## src/rtl/d_load_responder.sv

```systemverilog
// Data-load responder: checks a physical load, reads one word from the data SRAM after
// programmable wait states and returns right-aligned, size-masked data with an ack pulse.
package riscv_pkg;
    typedef logic [63:0] addr_t;
endpackage

package tortoise_pkg;
    typedef enum logic [1:0] {SZ_1B, SZ_2B, SZ_4B, SZ_8B} size_e;

    typedef struct packed {
        riscv_pkg::addr_t addr;
        size_e            size;
    } phy_load_t;
endpackage

module d_load_responder #(
    parameter logic [63:0] BASE_ADDR   = 64'h0000_0000_8000_0000,
    parameter int unsigned DEPTH_WORDS = 1024,
    parameter int unsigned WAIT_CYCLES = 1,
    localparam int unsigned IDX_W      = $clog2(DEPTH_WORDS)
) (
    input  logic                    clk_i,
    input  logic                    rst_ni,
    input  logic                    flush_i,
    input  logic                    d_load_req_i,
    input  tortoise_pkg::phy_load_t d_load_i,
    output logic                    d_load_ack_o,
    output logic                    d_load_err_o,
    output logic [63:0]             d_load_data_o,
    output logic                    mem_req_o,
    output logic [IDX_W-1:0]        mem_idx_o,
    input  logic [63:0]             mem_rdata_i
);
    import tortoise_pkg::*;

    // Computed in 65 bits so a window touching the top of the address space cannot wrap.
    localparam logic [64:0] WinEnd = {1'b0, BASE_ADDR} + (65'(DEPTH_WORDS) << 3);

    typedef enum logic [2:0] {StIdle, StWait, StRead, StResp, StErr} state_e;

    state_e           state_q, state_d;
    logic [3:0]       cnt_q, cnt_d;
    riscv_pkg::addr_t addr_q, addr_d;
    size_e            size_q, size_d;

    logic        misaligned, out_of_range, fault;
    logic [63:0] shifted, size_mask;

    always_comb begin
        misaligned = 1'b0;
        unique case (d_load_i.size)
            SZ_1B:   misaligned = 1'b0;
            SZ_2B:   misaligned = d_load_i.addr[0];
            SZ_4B:   misaligned = |d_load_i.addr[1:0];
            SZ_8B:   misaligned = |d_load_i.addr[2:0];
            default: misaligned = 1'b1;
        endcase
        out_of_range = (d_load_i.addr < BASE_ADDR) || ({1'b0, d_load_i.addr} >= WinEnd);
        fault        = misaligned || out_of_range;
    end

    always_ff @(posedge clk_i or negedge rst_ni) begin
        if (!rst_ni) begin
            state_q <= StIdle;
            cnt_q   <= '0;
            addr_q  <= '0;
            size_q  <= SZ_1B;
        end else begin
            state_q <= state_d;
            cnt_q   <= cnt_d;
            addr_q  <= addr_d;
            size_q  <= size_d;
        end
    end

    always_comb begin
        state_d = state_q;
        cnt_d   = cnt_q;
        addr_d  = addr_q;
        size_d  = size_q;
        if (flush_i) begin
            state_d = StIdle;
        end else begin
            unique case (state_q)
                StIdle: begin
                    if (d_load_req_i) begin
                        addr_d = d_load_i.addr;
                        size_d = d_load_i.size;
                        if (fault) begin
                            state_d = StErr;
                        end else if (WAIT_CYCLES > 0) begin
                            state_d = StWait;
                            cnt_d   = 4'(WAIT_CYCLES - 1);
                        end else begin
                            state_d = StRead;
                        end
                    end
                end
                StWait: begin
                    if (!d_load_req_i) begin
                        state_d = StIdle;
                    end else if (cnt_q == 4'd0) begin
                        state_d = StRead;
                    end else begin
                        cnt_d = cnt_q - 4'd1;
                    end
                end
                StRead:  state_d = d_load_req_i ? StResp : StIdle;
                StResp:  state_d = StIdle;
                StErr:   state_d = StIdle;
                default: state_d = StIdle;
            endcase
        end
    end

    assign shifted = mem_rdata_i >> {addr_q[2:0], 3'b000};

    always_comb begin
        size_mask = '1;
        unique case (size_q)
            SZ_1B:   size_mask = 64'h0000_0000_0000_00FF;
            SZ_2B:   size_mask = 64'h0000_0000_0000_FFFF;
            SZ_4B:   size_mask = 64'h0000_0000_FFFF_FFFF;
            SZ_8B:   size_mask = '1;
            default: size_mask = '1;
        endcase
    end

    // A withdrawn request or a flush kills every handshake output in the same cycle.
    always_comb begin
        d_load_ack_o  = 1'b0;
        d_load_err_o  = 1'b0;
        d_load_data_o = '0;
        mem_req_o     = 1'b0;
        mem_idx_o     = '0;
        unique case (state_q)
            StRead: begin
                mem_req_o = d_load_req_i && !flush_i;
                mem_idx_o = IDX_W'((addr_q - BASE_ADDR) >> 3);
            end
            StResp: begin
                d_load_ack_o  = d_load_req_i && !flush_i;
                d_load_data_o = shifted & size_mask;
            end
            StErr: begin
                d_load_ack_o = d_load_req_i && !flush_i;
                d_load_err_o = d_load_req_i && !flush_i;
            end
            default: ;
        endcase
    end

endmodule
```

## config.mk

```make
export PLATFORM = sky130hd
export DESIGN_NAME = d_load_responder
export DESIGN_NICKNAME = d
export VERILOG_FILES = /design/src/rtl/d_load_responder.sv
export SDC_FILE = /design/constraint.sdc
export NUM_CORES = 1
export LEC_CHECK = 0
export BUFFER_PORTS_ARGS = -buffer_cell sky130_fd_sc_hd__buf_2
export CAP_MARGIN = 20
export CORE_ASPECT_RATIO = 2
export CORE_MARGIN = 8
export CORE_UTILIZATION = 47
export CTS_CLUSTER_SIZE = 28
export DETAILED_ROUTE_END_ITERATION = 16
export PLACE_DENSITY = 0.95
export REMOVE_ABC_BUFFERS = 1
export SYNTH_ARGS = -nofsm -noshare
export SYNTH_HDL_FRONTEND = slang
export SYNTH_SLANG_ARGS = --single-unit
```

## constraint.sdc

```tcl
create_clock -name clk_i -period 4.45 [get_ports clk_i]
set_clock_uncertainty 0.2 [all_clocks]
set_input_delay 0.89 -clock clk_i [delete_from_list [all_inputs] [get_ports clk_i]]
set_output_delay 0.89 -clock clk_i [all_outputs]
set_load 0.02 [all_outputs]
```

Word level (Yosys, flattened, before mapping)
Index checks and enable logic that the tools add are counted.

storage, ports and cells
  register bits = 22
  output and inout port bits = 77
  word-level logic and storage cells = 61

operators by class
  $add $sub $neg = 2
  order comparisons = 2
  equality and inequality tests = 16
  shifts and indexed selects = 1
  muxes and demuxes = 19
  bitwise operators = 2
  reduce and logical (&&, ||, !) cells = 15

operators by type and width
  operator                                                             count
  case mux 64 bit (4 select lines)                                     1
  AND 64 bit                                                           1
  greater-or-equal comparator 64 x 32 -> 1 bit, second input constant  1
  less-than comparator 64 x 32 -> 1 bit, second input constant         1
  2-to-1 mux 64 bit                                                    1
  right shift 64 x 6 -> 64 bit                                         1
  2-to-1 mux 4 bit                                                     4
  2-to-1 mux 3 bit                                                     5
  subtractor 13 x 1 -> 13 bit, second input constant                   1
  2-to-1 mux 10 bit                                                    1
  case mux 3 bit (3 select lines)                                      1
  == test 2 bit, second input constant                                 4
  inequality test 2 bit, second input constant                         4
  case mux 4 bit (2 select lines)                                      1
  == test 3 x 2 -> 1 bit, second input constant                        2
  AND reduction 6 bit                                                  1
  == test 2 x 1 -> 1 bit, second input constant                        2
  logical NOT 2 bit                                                    2
  logical NOT 4 bit                                                    1
  inequality test 4 bit, second input constant                         1
  case mux 1 bit (4 select lines)                                      1
  OR reduction 2 bit                                                   2
  subtractor 4 x 1 -> 4 bit, second input constant                     1
  == test 3 x 1 -> 1 bit, second input constant                        1
  13 further kinds                                                     16

Logic depth before layout (Yosys ltp)
Gate-level depths: netlist of the first run.

  depth in word-level cells = 7
  mapped depth = 7
  depth with buffers taken out = 6

Least setup slack after synthesis of the first run
OpenSTA, ideal clock, no wires.

  path type = input-to-output
  start = input d_load_req_i
  end = output d_load_ack_o
  arrival time = 1.729 ns
  path slack = 1.631 ns
  stages = 3
  cells stage by stage = nor2b_1 -> and3_1 -> o21bai_1

between the ends
  longest elaborated chain between the ends = 2

ends and longest elaborated chain
  what               RTL line  source
  from (decl)        25        input logic d_load_req_i,
  logical AND 1 bit  142, 146
  2-to-1 mux 1 bit   -
  to (decl)          27        output logic d_load_ack_o,

Every way passes these cells.

Worst setup path after layout of the first run
  start = register state_q[0]
  end = output d_load_data_o[62]

between the ends
  longest elaborated chain between the ends = 2

ends and longest elaborated chain
  what                    RTL line  source
  from (decl)             41        state_e state_q, state_d;
  from (signal assigned)  64        state_q <= StIdle;
  from (signal assigned)  69        state_q <= state_d;
  == test 3 x 2 -> 1 bit  136       unique case (state_q)
  2-to-1 mux 64 bit       136
  to (decl)               29        output logic [63:0] d_load_data_o,

Every way passes these cells.

==> results of run 1 <==
-- how the worst max path moves through the flow --
stage / from / to / depth (start not counted)
3_3_place_gp: addr_q[1] / d_load_data_o[22] / 5
6_report: state_q[0] / d_load_data_o[62] / 5
4_1_cts: state_q[0] / d_load_data_o[60] / 5
2_1_floorplan: addr_q[0] / d_load_data_o[10] / 4
5_1_grt: state_q[0] / d_load_data_o[62] / 5
3_5_place_dp: state_q[0] / d_load_data_o[60] / 5
-- through the flow --
step / cells / total power (µW) / hold slack (ns)
floorplan: 306 / 633 / 0.256
global placement: 607 / 769 / 0.268
detailed placement: 607 / 787 / 0.281
CTS: 611 / 994 / 0.294
global route: 611 / 1060 / 0.317
finish: 611 / 999 / 0.293
-- power groups by stage --
stage	registers, µW	logic, µW	clock network [µW]
finish	274	519	206
floorplan	308	326	0
global placement	273	496	0
CTS	273	514	207
detailed placement	276	511	0
global route	281	558	218
-- flip-flops by register name, summed over array words and instances, names as in the netlist --
name and flops:
addr_q 13, size_q 2, cnt_q 4, state_q 3
-- cell usage after synthesis, drive strengths merged, types with 2 or more instances --
| master | number |
|---|---|
| a21oi | 8 |
| nor2 | 46 |
| o2bb2ai | 9 |
| nor2b | 14 |
| a41oi | 2 |
| ha | 2 |
| and4 | 4 |
| nand2 | 22 |
| nand4 | 2 |
| o211ai | 10 |
| buf | 15 |
| clkbuf | 11 |
| a2bb2oi | 2 |
| mux4 | 32 |
| nor4 | 10 |
| nor3 | 5 |
| a22oi | 16 |
| mux2 | 24 |
| inv | 5 |
| and2 | 18 |
| o21ai | 12 |
| dfrtp | 22 |
| mux2i | 25 |
| or4 | 2 |
| nand2b | 2 |
-- per-layer routing --
layer  up-vias  track usage [%]  part of all wire, %
li1       1663                -                    -
met1      1738             23.3                   31
met2       291             46.7                   54
met3        48             5.87                   10
met4         0             12.2                  4.7
met5         -                0                    0
-- layout make-up --
| type | count | area, µm² | share of cell area [%] |
|---|---|---|---|
| inverter | 5 | 18.8 | 0.436 |
| multi-input combinational | 279 | 2450 | 56.9 |
| sequential | 22 | 553 | 12.8 |
| tap | 88 | 110 | 2.56 |
| clock buffer | 4 | 88.8 | 2.06 |
| timing repair buffer | 213 | 1090 | 25.2 |
-- cell families after synthesis --
logic type	Yosys count	synth area share (%)
adders and majority gates	2	0.794
DFF	22	17.5
AOI/OAI and AO/OA	64	14.8
muxes	81	39.4
and+or+nand+nor	132	22.8
buffers and inverters	31	4.73
==> key figures, run 1 <==
Setup path
  – Reg2Reg Setup Slack: approximately 2.5 ns
  – Crit path DAT: 2.43 ns
  – CP Max Fanout: 18
  – Reg2Reg Depth: 3
  – Worst path cell trace: nand4b_4 > nand3b_4 > nor3_2 > and2_1 > buf_2
  – Max stage delay on crit path: roughly 0.54 ns
  – Setup CP Type: flop to output port
  – R2r startpoint: state_q[0]
  – Reg2reg end: addr_q[10]
  – CP Launch Type: flop
  – Data required, critical path: between 3 and 4 ns
  – Bufs and invs on worst path: 1
  – Worst path top cell family by delay: simple AND/OR/NAND/NOR gates
  – Critical path capture point type: output port
  – Crit-path slowest cell: nor3_2

Power and ir drop
  – Clock Power Share: 20.6%
  – Pwr per Cell Area: roughly 230 nW/µm²
  – Leakage power: 0.00217 µW
  – Sw frac: 36.1%
  – VDD IR-drop max: 0.216 mV
  – Total internal power: about 640 µW
  – Logic pwr share: between 50% and 60%
  – Net switching power: 361 µW
  – Reg power frac: 27.4%

Place
  – DP Area: between 4000 and 5000 µm²
  – RD Place Congestion: 0.951
  – Dpl hpwl: 10.3 mm
  – IO Port Bufs: 210
  – Pre-CTS worst setup slack: 1.26 ns

Run status
  – Status: complete, no violations

Cells and area
  – Commonest cells after routing, fill and taps aside: 210 x buf_2, 46 x nor2_1, 32 x mux4_2
  – # diodes: 0
  – Layout Nets: 660
  – Ratio of cells with drive above 1 in the final layout: between 50 and 60%
  – Layout Area Growth over Synthesis: 36.7%
  – Finished Cell Area: 4310 µm²
  – Fin util: 65.6%
  – Most common cell after layout, fill and taps aside: buf_2
  – Fillers: 522

Drt
  – Residual DRC: 0
  – Pre-antenna DRT Iters: 5
  – Per-cell routed wire length: a little over 20 µm
  – ANT nets after route: 0
  – Post-DR vias/cell: 6.12
  – Routed WL: 12.6 mm
  – Number of DRC markers in iteration 0: 313
  – Vias: approximately 3,700

Clock network
  – Hold-fix buffer count after cts: 0
  – Worst skew pair latency: 0.25 ns
  – Post_cts resized: 0
  – Number of CTS-inserted buffers: 3
  – Setup bufs post-CTS: 0
  – Clk sinks: 22
  – Clock root cell: clkbuf_16
  – Clock transition at the registers of the reported paths: roughly 0.060 ns
  – Clk buf depth: 2
  – H-tree depth: 1
  – CTS tree: done

Die
  – Die W: 73.9 µm
  – Core box area: 6570 µm²
  – Io pins: 211
  – Die height: 132 µm
  – Die area: 9740 µm²
  – Row count: 42
  – Initial Utilization: a little under half

Yosys
  – Top FF cell, synth: dfrtp_1
  – Main area contributors after synthesis: mux4_2 23%, dfrtp_1 17%, mux2i_1 7.9%
  – Post-synth EDFFs: 0
  – Yosys top cell area share: 22.9%
  – Synth async-reset ratio: 100%
  – Avg Inst Size Synth: 9.49 µm²
  – Synthesis-stage register bit count: 22
  – Count of cell types in the netlist: 47
  – Leading area contributor after synthesis: mux4_2
  – Syn. warnings: 0
  – Post-Syn Area: 3150 µm²
  – Seq/Total Area, Yosys: approximately 17%
  – Mapped Cells: 332

Global route
  – First-pass GRT wire length: 19.5 mm
  – Gr usage total: 24.9%
  – Initial antenna violation count: 0
  – Vias in the first global route: around 4,200
  – Largest net degree at the start of global routing: 45
  – Congestion Overflow GR: 0

STA
  – Min cycle time layout: around 3.5 ns
  – Final setup violation count: 0
  – Period utilization: 79.1%
  – Least-Margin Pin Slew: around 1.0 ns
  – Final hold vios: 0
  – Max Fclk: between 0.2 and 0.3 GHz
  – Final slew viol count: 0
  – Unrepaired setup endpoints after global routing: no
  – Slew HR: approximately a third
  – Setup_tns: 0 ns
  – Worst setup margin: 0.929 ns

Worst hold path
  – Worst Hold Depth: 1
  – Hold crit path type: flop to flop
  – Hold endpoint: addr_q[8]
  – Hold Startpoint: addr_q[8]

Job
  – Max_cap viols: 0
Note: power is estimated with default switching activity, not from simulation.
==> run 2: changes to the inputs <==
ABC_AREA = 1   (was unset)
CORE_UTILIZATION = 39   (was 47)
PLACE_DENSITY = 0.85   (was 0.95)
clock period = 3 ns   (was 4.45 ns; I/O delays follow)
==> key figures, run 2 <==
Die
  – Io pins: 211 (unchanged)
  – Initial Utilization: 40.0% (-8.0 points)
  – Die W: 79.8 µm (+8.0%)
  – Die area: 11,500 µm² (+18%)
  – Die height: 144 µm (+9.0%)
  – Row count: 46 (+9.5%)
  – Core box area: 7940 µm² (+21%)

Power and ir drop
  – Total internal power: 934 µW (+46%)
  – Sw frac: 41.9% (+5.8 points)
  – Reg power frac: 23.0% (-4.4 points)
  – Leakage power: 0.00253 µW (+16%)
  – Pwr per Cell Area: 365 nW/µm² (+57%)
  – Clock Power Share: 22.7% (+2.1 points)
  – VDD IR-drop max: 0.438 mV (+100%)
  – Logic pwr share: 54.3% (+2.4 points)
  – Total power: 1610 µW (+61%)
  – Net switching power: 674 µW (+87%)

Yosys
  – Count leader, synth: nor2_1
  – Synth cell count leaders: 130 x nor2_1, 116 x nand2_1, 52 x inv_1
  – Mapped Cells: 584 (+76%)
  – Count of cell types in the netlist: 29 (-38%)
  – Synthesis-stage register bit count: 22 (unchanged)
  – Seq/Total Area, Yosys: 17.3% (-0.14 points)
  – Avg Inst Size Synth: 5.44 µm² (-43%)
  – Syn. warnings: 0 (unchanged)
  – Leading area contributor after synthesis: dfrtp_1
  – Post-synth EDFFs: 0 (unchanged)
  – Yosys top cell area share: 17.3% (-5.5 points)
  – Post-Syn Area: 3180 µm² (+0.83%)
  – Synth async-reset ratio: 100% (unchanged)
  – Top FF cell, synth: dfrtp_1
  – Main area contributors after synthesis: dfrtp_1 17%, nor2_1 15%, nand2_1 14%

Clock network
  – H-tree depth: 1 (unchanged)
  – Clock root cell: clkbuf_16
  – Worst skew pair latency: 0.25 ns (about the same)
  – Clk buf depth: 2 (unchanged)
  – Number of CTS-inserted buffers: 3 (unchanged)
  – Post_cts resized: 0 (unchanged)
  – Clk sinks: 22 (unchanged)
  – Setup bufs post-CTS: 0 (unchanged)
  – CTS tree: done
  – Clock transition at the registers of the reported paths: 0.06 ns (about the same)
  – Hold-fix buffer count after cts: 0 (unchanged)

Drt
  – Vias: 4,491 (+20%)
  – Number of DRC markers in iteration 0: 303 (-3.2%)
  – Routed WL: 12.8 mm (+2.3%)
  – Per-cell routed wire length: 14.8 µm (-28%)
  – Residual DRC: 0 (unchanged)
  – Post-DR vias/cell: 5.19 (-15%)
  – ANT nets after route: 0 (unchanged)
  – Pre-antenna DRT Iters: 5 (unchanged)

Place
  – Placed insts: 860 (+42%)
  – Dpl hpwl: 10.1 mm (-2.2%)
  – RD Place Congestion: 0.944 (-0.72%)
  – IO Port Bufs: 210 (unchanged)

STA
  – Unrepaired setup endpoints after global routing: no
  – Final setup violation count: 0 (unchanged)
  – Max Fclk: 0.355 GHz
  – Final slew viol count: 0 (unchanged)
  – Period utilization: 93.9%
  – Least-Margin Pin Slew: 0.696 ns (-0.326 ns)
  – Final hold vios: 0 (unchanged)
  – Min cycle time layout: 2.82 ns
  – Setup_tns: 0 ns (unchanged)
  – Slew HR: 53.3% (+22 points)

Job
  – Max_cap viols: 0 (unchanged)

Cells and area
  – Most common cell after layout, fill and taps aside: buf_2
  – Commonest cells after routing, fill and taps aside: 210 x buf_2, 130 x nor2_1, 116 x nand2_1
  – Ratio of cells with drive above 1 in the final layout: 32.4% (-21 points)
  – Final non-filler cell total: 865 (+42%)
  – Layout Nets: 905 (+37%)
  – Largest regs: addr_q: 13 flops, cnt_q: 4 flops, state_q: 3 flops
  – Layout Area Growth over Synthesis: 38.6%
  – Fillers: 829 (+59%)
  – Top reg by flops: addr_q
  – Largest register FFs: 13 (unchanged)
  – Fin util: 55.5% (-10 points)

Setup path
  – Reg2Reg Depth: 6 (+3)
  – R2r startpoint: state_q[2]
  – Worst path cell trace: inv_2 > buf_12 > o21ai_1 > o21a_1 > or2_0 > a21oi_1 > buf_2
  – Bufs and invs on worst path: 3 (+2)
  – Setup CP Type: flop to output port
  – Reg2reg end: addr_q[8]
  – Crit-path slowest cell: dfrtp_2
  – CP Max Fanout: 69 (+51)
  – Max stage delay on crit path: 0.43 ns (-0.11 ns)
  – Worst path top cell family by delay: buffers and inverters
  – Crit path DAT: 2.02 ns (-0.41 ns)
  – Data required, critical path: 2.20 ns (-1.16 ns)
  – CP Launch Type: flop
  – Critical path capture point type: output port
  – Reg2Reg Setup Slack: 1.18 ns (-1.33 ns)

Global route
  – Congestion Overflow GR: 0 (unchanged)
  – Gr usage total: 20.9% (-4.0 points)
  – Initial antenna violation count: 3 (+3)
  – Largest net degree at the start of global routing: 70 (+56%)
  – Vias in the first global route: 4,336 (+4.5%)
  – First-pass GRT wire length: 19.8 mm (+1.6%)

Worst hold path
  – Hold crit path type: primary input to asynchronous set/reset pin

Run status
  – Status: complete, no violations
-- run 2: stage by stage --
stage	cell area (µm²)	worst slack [ns]	hold slack (ns)
global placement	4300	0.541	0.292
finish	4400	0.183	0.106
global route	4400	0.124	0.141
detailed placement	4300	0.520	0.301
CTS	4400	0.238	0.116
floorplan	3000	-0.596	0.104
-- run 2: worst max path at each step --
stage                     cells past startpoint      start                end
after floorplan                               5  addr_q[1]  d_load_data_o[13]
after global placement                        7  addr_q[0]   d_load_data_o[8]
after detailed placement                      7  addr_q[0]   d_load_data_o[8]
after CTS                                     7  addr_q[0]   d_load_data_o[8]
after global routing                          7  addr_q[0]   d_load_data_o[8]
final                                         7  addr_q[0]   d_load_data_o[8]
-- run 2: cells by family after synthesis --
kind of cell / share of synthesized area, %
compound gates: 25.1
mux: 2.91
buf+inv: 12.4
xor+xnor: 0.551
fa+ha+maj: 0.788
simple gates: 41.0
flops: 17.3
-- run 2: cell type report --
| type | count | area, µm² | area share, % |
|---|---|---|---|
| Multi-Input combinational cell | 465 | 2230 | 50.7 |
| Sequential cell | 22 | 553 | 12.6 |
| Clock inverter | 1 | 30.0 | 0.682 |
| Clock buffer | 3 | 75.1 | 1.70 |
| Inverter | 57 | 214 | 4.86 |
| Antenna cell | 1 | 2.50 | 0.0568 |
| Timing Repair Buffer | 220 | 1180 | 26.7 |
| Tap cell | 96 | 120 | 2.73 |
-- run 2: worst reg2reg max path, cell delays in order (launching register included) --
cell     delay [ns]
dfrtp_1        0.40
inv_1          0.10
nand2_1        0.08
nor2_1         0.21
nand2_1        0.26
buf_4          0.29
a21oi_1        0.21
-- run 2: metal layers --
metal	vias up	routed length, µm	part of all wire (%)	track usage (%)
met1	1977	4510	35	21.3
met4	4	399	3.1	8.01
met3	43	1180	9.2	4.51
li1	2248	-	-	-
met5	-	18	0.14	0
met2	219	6730	52	39.3
-- run 2: power by group through the flow --
stage / sequential [µW] / clock [µW] / combinational, µW
2_1_floorplan: 431 / 0 / 499
3_3_place_gp: 374 / 0 / 851
3_5_place_dp: 375 / 0 / 860
4_1_cts: 371 / 372 / 866
5_1_grt: 377 / 380 / 971
6_report: 370 / 366 / 872
